$ cat config.mk
export PLATFORM = sky130hd
export DESIGN_NAME = mem_arb
export DESIGN_NICKNAME = d
export VERILOG_FILES = /design/src/rtl/mem_arb_pkg.sv /design/src/rtl/rr_arb2.sv /design/src/rtl/mem_arb.sv
export SDC_FILE = /design/constraint.sdc
export NUM_CORES = 1
export LEC_CHECK = 0
export BUFFER_PORTS_ARGS = -buffer_cell sky130_fd_sc_hd__buf_2
export CORE_AREA = 2 2 100 102
export CTS_CLUSTER_DIAMETER = 120
export DETAILED_ROUTE_END_ITERATION = 8
export DIE_AREA = 0 0 102 104
export HOLD_SLACK_MARGIN = 0.05
export PLACE_DENSITY = 0.68
export SLEW_MARGIN = 30
export SYNTH_ARGS = -nofsm -noshare
export SYNTH_HDL_FRONTEND = slang
export SYNTH_SLANG_ARGS = --single-unit
export TNS_END_PERCENT = 50
$ cat constraint.sdc
create_clock -name clk -period 3.78 [get_ports clk]
set_input_delay 0.378 -clock clk [delete_from_list [all_inputs] [get_ports clk]]
set_output_delay 0.378 -clock clk [all_outputs]
set_load 0.01 [all_outputs]
$ cat src/rtl/mem_arb_pkg.sv
// mem_arb_pkg: shared widths and FSM state encoding for the memory arbiter.
package mem_arb_pkg;
   localparam int ADDR_W    = 12;
   localparam int DATA_W    = 32;
   localparam int MEM_DEPTH = 4096;
   typedef enum logic {INIT, RUN} state_t;
endpackage

$ cat src/rtl/rr_arb2.sv
// rr_arb2: two-way round-robin grant with a last-grant pointer.
module rr_arb2 (
   input  logic clk,
   input  logic rst_n,
   input  logic i_en,
   input  logic i_req0,
   input  logic i_req1,
   output logic o_gnt0,
   output logic o_gnt1
);
   logic r_last;
   // r_last=1 means port 1 was granted most recently, so port 0 wins a conflict
   assign o_gnt0 = i_en & i_req0 & (~i_req1 | r_last);
   assign o_gnt1 = i_en & i_req1 & ~o_gnt0;
   always_ff @(posedge clk or negedge rst_n)
      if (!rst_n) r_last <= 1'b1;
      else if (o_gnt0) r_last <= 1'b0;
      else if (o_gnt1) r_last <= 1'b1;
endmodule

$ cat src/rtl/mem_arb.sv
// mem_arb: two-requester arbiter onto one memory port, with optional zero-fill after reset.
module mem_arb
   import mem_arb_pkg::*;
#(
   parameter int CLEAR_ON_RESET = 1
) (
   input  logic              clk,
   input  logic              rst_n,
   input  logic              req0,
   input  logic              req1,
   input  logic              we0,
   input  logic              we1,
   input  logic [ADDR_W-1:0] addr0,
   input  logic [ADDR_W-1:0] addr1,
   input  logic [DATA_W-1:0] din0,
   input  logic [DATA_W-1:0] din1,
   output logic              gnt0,
   output logic              gnt1,
   output logic              rvalid0,
   output logic              rvalid1,
   output logic [DATA_W-1:0] dout0,
   output logic [DATA_W-1:0] dout1,
   output logic              mem_we,
   output logic [ADDR_W-1:0] mem_addr,
   output logic [DATA_W-1:0] mem_din,
   input  logic [DATA_W-1:0] mem_dout,
   output logic              init_done,
   output logic [15:0]       conflict_cnt
);
   state_t            r_state;
   logic [ADDR_W-1:0] r_cnt;
   logic [15:0]       r_conf;
   logic              r_rv0, r_rv1;
   logic              w_run;

   assign w_run = (r_state == RUN);

   rr_arb2 u_arb (
      .clk    (clk),
      .rst_n  (rst_n),
      .i_en   (w_run),
      .i_req0 (req0),
      .i_req1 (req1),
      .o_gnt0 (gnt0),
      .o_gnt1 (gnt1)
   );

   // rst_n gating keeps the fill strobe low while reset is held
   assign mem_we   = w_run ? ((gnt0 & we0) | (gnt1 & we1)) : ((CLEAR_ON_RESET != 0) & rst_n);
   assign mem_addr = w_run ? (gnt0 ? addr0 : gnt1 ? addr1 : '0) : r_cnt;
   assign mem_din  = w_run ? (gnt0 ? din0 : gnt1 ? din1 : '0) : '0;

   assign dout0        = mem_dout;
   assign dout1        = mem_dout;
   assign rvalid0      = r_rv0;
   assign rvalid1      = r_rv1;
   assign init_done    = w_run;
   assign conflict_cnt = r_conf;

   always_ff @(posedge clk or negedge rst_n)
      if (!rst_n) begin
         r_state <= INIT;
         r_cnt   <= '0;
         r_conf  <= '0;
         r_rv0   <= 1'b0;
         r_rv1   <= 1'b0;
      end else begin
         r_rv0 <= gnt0 & ~we0;
         r_rv1 <= gnt1 & ~we1;
         if (!w_run) begin
            r_cnt <= r_cnt + 1'b1;
            if (CLEAR_ON_RESET == 0 || r_cnt == ADDR_W'(MEM_DEPTH - 1)) r_state <= RUN;
         end else if (req0 && req1 && r_conf != 16'hFFFF) begin
            r_conf <= r_conf + 16'd1;
         end
      end
endmodule

==> results of run 1 <==
[metrics by stage]
step | std cells | area, sq um | worst slack [ns] | power, uW
finish | 511 | 3108 | 1.035 | 674.0
global route | 511 | 3108 | 0.8321 | 702.2
CTS | 511 | 3108 | 0.9908 | 683.0
detailed placement | 504 | 3027 | 1.186 | 424.2
global placement | 504 | 3022 | 0.9890 | 425.1
floorplan | 288 | 2555 | 1.858 | 426.5
[kinds of logic after synthesis]
| group | after synthesis | synth area share, % |
|---|---|---|
| AOI/OAI and AO/OA | 60 | 18.81 |
| xor gates and xnor gates | 26 | 8.913 |
| adders and majority gates | 2 | 0.9793 |
| buffers and inverters | 83 | 21.79 |
| DFF | 32 | 31.39 |
| muxes | 2 | 0.8814 |
| and+or+nand+nor | 83 | 17.24 |
[cell usage in the layout (no fill, tap or decap), drive strengths merged]
master	n
clkinvlp	1
o21ai	1
a31oi	11
nor4	4
o211ai	11
dfrtp	31
a22o	32
clkinv	1
or4	1
o221ai	1
and3	3
ha	2
nand2	22
xor2	16
nand3	12
clkbuf	5
nor2b	2
nor2	19
a21oi	1
dfstp	1
nor4b	1
nor3b	1
nor3	6
a221o	1
and4	2
o21bai	1
nand2b	1
and2	2
mux2	2
buf	164
xnor2	10
o2111ai	1
nand4	7
inv	2
[metal layers]
metal,wire (um),vias up,part of all wire (%)
li1,-,1141,-
met3,1125,2,11
met1,4234,1187,42
met5,0,-,0
met4,48,0,0.48
met2,4607,173,46
[final cells by class]
class                           instances  area [sq um]
Fill cell                            1049          6441
Multi-Input combinational cell        173          1217
Timing Repair Buffer                  164         833.3
Sequential cell                        32         802.0
Tap cell                              133         166.4
Clock buffer                            5         68.82
Clock inverter                          2         12.51
Inverter                                2         7.507
[flip-flops by register name, indices dropped and copies added, names as in the netlist]
signal / count
r_cnt: 12
u_arb.r_last: 1
rvalid1: 1
rvalid0: 1
conflict_cnt: 16
init_done: 1
[critical path: cells and delay by family (launching register included)]
| kind | cells | cell delay, ns |
|---|---|---|
| AO/OA/AOI/OAI | 2 | 0.53 |
| buffers and inverters | 3 | 0.87 |
| flip-flops | 1 | 0.54 |
| AND/OR/NAND/NOR | 1 | 0.12 |
[power groups by stage]
stage / Sequential, uW / Clock (uW) / Combinational, uW
detailed placement: 349 / 0 / 75.4
finish: 342 / 256 / 75.7
global route: 342 / 279 / 81.4
global placement: 349 / 0 / 76.3
CTS: 342 / 265 / 75.5
floorplan: 349 / 0 / 77.5
[how the worst min path moves through the flow]
stage               slack, ns                           to  cells after the start   from
floorplan                0.08  conflict_cnt[0]$_DFFE_PN0P_                      0  rst_n
global placement         0.42  conflict_cnt[7]$_DFFE_PN0P_                      2  rst_n
detailed placement       0.43  conflict_cnt[7]$_DFFE_PN0P_                      2  rst_n
CTS                      0.13  conflict_cnt[7]$_DFFE_PN0P_                      2  rst_n
global route             0.14  conflict_cnt[8]$_DFFE_PN0P_                      2  rst_n
finish                   0.12  conflict_cnt[7]$_DFFE_PN0P_                      2  rst_n
==> results summary, run 1 <==
The run finished with clean final reports. Walking the worst path, the cells encountered are inv_1 -> a21oi_4 -> buf_4 -> nand2_1 -> a31oi_1 -> buf_2. Based on the critical path, the design can be clocked at up to 0.3643 GHz. The total nets after synthesis is 416. Ranked by instance count, the synthesized netlist is headed by 64 x buf_4, 32 x a22o_1, 31 x dfrtp_1, 22 x nand2_1, 19 x nor2_1. At the end of routability-driven placement, the weighted congestion stood at 0.8726. The floorplan step set the die height to around 100 um. The violation count after the first detailed-route iteration is 163. After synthesis, the share of flip-flops with an asynchronous set or reset is 100.0%. The final layout net count is 506. The critical path ends at mem_addr[1]. In the post-synthesis netlist, the cell with the most instances is buf_4. The quantity of hold-fixing buffers added after cts came out at 0. The total grt overflow is 0. The detailed router placed 2503 vias in this run. The total core area came out at 9549 sq um. The time the final worst path needs with I/O delays and setup came out at 2.745 ns.

The worst setup path is captured at an output port. The first-pass GRT wire length came out at 14500 um. In this run the register-to-register setup slack is 1.64 ns. The count of unique library cells instantiated by Yosys is 37.

The register clock-pin slew on the reported worst setup and hold paths is 0.07 ns. The area growth from synthesis to final layout came out at 21.65%. The overall routed net length came out at 10020 um. The net load switching power came out at 169.0 uW. The chip width came out at around 100 um.

The met3 capacity usage during global routing came out at 9.005%. The first detailed-routing pass took 4 iterations. The CTS root buffer is clkbuf_8. The number of synthesized flops with an enable pin is 0.

Of all cell types, the one taking the most synthesized area is dfrtp_1. The core utilization of the finished layout came out at 32.55%. The total half-perimeter wirelength after legalization and detailed placement is 8435 um. Once the floorplan was initialized, standard cells occupied 26.76% of the core. Yosys printed 0 warnings.

Entering global routing, the biggest net connects 50 pins. The worst setup path is launched from a flop. The H-tree generated during clock tree synthesis spans 2 levels. The final count of pins violating max slew came out at 0. The actual transition at the worst max-transition pin came out at just over 0.7 ns.

The CTS tree is done. The final worst clock skew is 0.006354 ns. The cell with the largest stage delay on the worst path is dfstp_2.

Tracing the worst setup path back leads to its startpoint at u_arb.r_last$_DFFE_PN1P_. The TritonCTS buffer count came out at 5. Cells with a size suffix above 1 make up 47.88% of the layout. The required time of the worst setup path came out at 3.40 ns.

The fraction of the yosys area taken by sequential cells is 31.39%. The count of nets left with antenna violations once routing finished came out at 0. The largest driver fanout on the critical path is 49. The length in cells of the worst reg-to-reg path came out at 6.

The number of buffers inserted by port buffering is 159. In this run the critical register-to-register path is launched from conflict_cnt[0]$_DFFE_PN0P_. The number of failing hold endpoints at the final stage is 0. The critical setup path kind is reg2out.

The part of the power in registers came out at about half. The max capacitance violation total came out at 0. After synthesis the cells add up to 2555 sq um. The smallest hold slack came out at 0.1212 ns. The met2 routing resource usage after global routing is 27.77%. Setup repair after global routing left no endpoint under its margin. In the synthesized netlist the dominant register cell turns out to be dfrtp_1. Counting every sink on the clock net gives 32. Using the TritonRoute via totals, the vias-per-cell ratio works out to 4.898. Dividing total power by cell area gives a power density of 216.9 nW/um^2.

In this run the worst hold path is classified as in2async. The repair_antennas step left the layout with diodes totalling 0. The clock passes through at most 2 buffers. In the global route stage, overall resource usage came out at 18.40%.

The post-cts gate resize count came out at 0. The number of global-route vias before repair came to 2423. Of the total power, the clock network draws 38.0%. The global routing usage on met1 came out at 23.90%. The proportion of netlist area held by the largest area contributor is between 30% and 40%. The top-level I/O count is approximately 260. In this run the tightest slew margin relative to its limit is 51.95%. The die footprint is 10610 sq um.

Setup violations remaining at the end of the flow were counted as 0. By area the synthesized netlist is led by dfrtp_1 30%, buf_4 19%, a22o_1 11%, xor2_1 5.5%, xnor2_1 3.4%. The initial antenna violation count came to 0. After layout, the worst path uses 72.62% of the clock period. The synthesized netlist cell count is 288.

The number of standard-cell rows in the floorplan came out at 36. The delay of the slowest critical-path stage is 0.54 ns. Synthesis inferred 32 register bits. The worst path arrival time is 2.37 ns. Cell internal power was estimated by the tool at approximately 500 uW. The clock latency on the worst-skew pair came out at 0.28 ns. The highest-utilization routing layer at the global route stage is met2. The per-cell routed wire length came out at 19.60 um.

The endpoint identified for the worst register-to-register timing path is conflict_cnt[1]$_DFFE_PN0P_. The net switching share of the total power is between 20% and 30%. The final total negative setup slack is 0 ns. The proportion of power drawn by combinational gates came out at between 10% and 20%. The peak ir drop on the vdd network is roughly 0.11 mV.

The leakage dissipation is 0.001644 uW. Post-CTS timing repair inserted 0 buffers for setup. The residual DRC count came out at 0. The average instance area after synthesis is about 8.9 sq um.
No activity file was read; power rests on OpenSTA's default activity.
==> run 2, diff against run 1 <==
- CORE_AREA: 2 2 100 102 -> 2 2 98 100
- DIE_AREA: 0 0 102 104 -> 0 0 100 102
- PLACE_DENSITY: 0.68 -> 0.71
- clock period: 3.78 -> 2.8 ns (I/O delays scaled with it)
==> results summary, run 2 (same netlist as run 1, synthesis figures left out) <==
The highest-utilization routing layer at the global route stage is met2. The initial antenna violation count came out at 0. The leakage dissipation is 0.001662 uW.

The tightest min-delay check is of the in2async type. Leaving out fill and tap cells, the most frequent cells in the layout are 159 x buf_2, 32 x a22o_1, 31 x dfrtp_1, 22 x nand2_1, 18 x nor2_1. The met3 capacity usage during global routing came out at between 5 and 6%. The power density relative to cell area came out at 320.2 nW/um^2. The die covers 10200 sq um. Subtracting the final worst setup slack from the clock period gives between 2 and 2.5 ns. The effective utilization at floorplan is 28.05%. The final non-filler cell area came out at 3114 sq um. Setup total negative slack on the finished layout was measured at 0 ns. The detailed-router iteration count before antenna repair is 4. The TritonCTS buffer count is 5. The clock share of power is 44.1%. The chip width came out at 100 um. The number of fill cells is 949. Across every metal layer, demand over resource in global routing totals 16.23%.

The number of failing hold endpoints at the final stage came to 0. The internal power came out at about 780 uW. The worst setup path is launched from a flop. The worst setup path is captured at an output port. The final count of pins violating max slew came out at 0. Summing all multi-input logic gate instances after layout gives roughly 1200 sq um. The remaining number of nets flagged by the antenna check after routing is 0. The required time of the worst setup path is 2.52 ns. The number of buffers inserted by port buffering is roughly 160. The maximum number of pins on one net before global-route repair is 39.

The part of the power in registers is 46.4%. The clock latency on the worst-skew pair came out at about 0.29 ns. The clock sink count is 32. The floorplan die height is 102 um. The area growth from synthesis to final layout came out at 21.89%.

Of the available clock period, the critical path in the final layout requires 88.68%. The placed instances occupy a cell area of between 3000 and 4000 sq um. The top-level I/O count is ~260.

The highest clock rate is around 0.40 GHz. TritonCTS built the clock tree. The clock tree buffer depth came out at 2.

The number of global-route vias before repair is 2288. The CTS root buffer is clkbuf_8. In this run the worst path has a maximum fanout of 34. The worst setup path is of the reg2out kind. The number of vias per cell after detailed routing is 4.861. The proportion of power drawn by combinational gates came out at 9.5%.

The final RePlAce weighted congestion is just under 0.9. The number of standard-cell rows in the floorplan came out at 35. The total inserted antenna cells came out at 0. The quantity of hold-fixing buffers added after cts is 0. Setup repair after global routing left no endpoint under its margin. The violation count after the first detailed-route iteration came out at 107.

The post-cts gate resize count came out at 0. The proportion of layout cells with a drive suffix above 1 came out at 47.76%. Setup violations remaining at the end of the flow were counted as 0. The final worst clock skew is 0.003649 ns.

In the final design database the tool counted 506 nets. The run finished with clean final reports. Of the total power, the share spent switching nets is 22.06%. The worst path arrival time is 2.20 ns. The via count came out at 2382. The peak ir drop on the vdd network is 0.1536 mV. The residual DRC count came out at 0. The level count of the clock H-tree came out at 2. Global routing finished with a remaining overflow of 0. The register clock-pin slew on the reported worst setup and hold paths came out at 0.07 ns. The actual transition at the worst max-transition pin is 0.5089 ns. The total half-perimeter wirelength after legalization and detailed placement came out at approximately 7300 um. In this run the power spent charging and discharging nets is 220.0 uW.

The number of flip-flops in the largest register came out at 16. Max-cap violations in this run came to 0. Global routing used a little under a fifth of the available met1 tracks.

The remaining max-slew budget at the tightest pin came out at about two thirds. The first global-routing pass estimated around 12000 um of wire. The overall routed net length is 8658 um. The total core area is 9109 sq um. The register cell area after layout came out at between 800 and 900 sq um. The library cell used most frequently in the layout, excluding fill and tap cells, is buf_2. Dividing the detail-routed wire length by the instance count gives 17.67 um. For met2 alone, demand over resource in global routing was 28.85%. The count of buffers added by post-CTS timing repair for setup is 0.
-- run 2: cell types whose count changed in the layout (fill, tap and decap cells not counted), sizes merged --
cell	previous run	this run
clkinvlp	1	0
bufinv	0	1
clkbuf	5	6
-- run 2: area by class of cell --
type                            instances  area share [%]
Tap cell                              111           4.460
Multi-Input combinational cell        173           38.93
Timing Repair Buffer                  164           27.16
Sequential cell                        32           25.75
Inverter                                2          0.2411
Clock buffer                            6           2.330
Clock inverter                          2           1.125
-- run 2: critical path, cell delays in order (launching register included) --
cell and delay, ns:
dfstp_2 0.54, inv_1 0.18, a21oi_4 0.41, nor2_2 0.07, buf_4 0.24, a221o_1 0.32, buf_2 0.14
-- run 2: power groups by stage --
stage | clock network, uW | logic, uW | registers (uW)
after detailed placement | 0 | 96.9 | 471
after CTS | 453 | 97.1 | 462
final | 440 | 95.0 | 462
after global placement | 0 | 97.5 | 471
after global routing | 470 | 104 | 462
after floorplan | 0 | 105 | 471
-- run 2: layer usage --
layer  vias up  share of wire, %
met5         -                 0
met3         9               8.1
met2       132                51
li1       1147                 -
met1      1094                40
met4         0               1.3
-- run 2: stage by stage --
| stage | utilization, % | hold WS (ns) | instances | total power, uW | setup slack (ns) |
|---|---|---|---|---|---|
| 6_report | 34.19 | 0.06135 | 490 | 997.2 | 0.3168 |
| 5_1_grt | 34.19 | 0.09000 | 490 | 1036 | 0.1821 |
| 3_5_place_dp | 33.01 | 0.3877 | 482 | 567.8 | 0.5843 |
| 3_3_place_gp | 33.01 | 0.3922 | 482 | 568.4 | 0.6560 |
| 4_1_cts | 34.19 | 0.07513 | 490 | 1012 | 0.3159 |
| 2_1_floorplan | - | -0.01559 | 288 | 575.7 | 0.9759 |
-- run 2: final timing paths --
check | start | end | slack, ns | cells after the start
min in group clk | we0 | rvalid0$_DFF_PN0_ | 0.16 | 2
hold reg to reg | u_arb.r_last$_DFFE_PN1P_ | u_arb.r_last$_DFFE_PN1P_ | 0.50 | 2
hold / removal | rst_n | conflict_cnt[12]$_DFFE_PN0P_ | 0.06 | 2
setup reg to reg | init_done$_DFF_PN0_ | conflict_cnt[15]$_DFFE_PN0P_ | 0.97 | 5
setup / recovery | u_arb.r_last$_DFFE_PN1P_ | mem_addr[2] | 0.32 | 6
max in group asynchronous | rst_n | u_arb.r_last$_DFFE_PN1P_ | 2.41 | 2
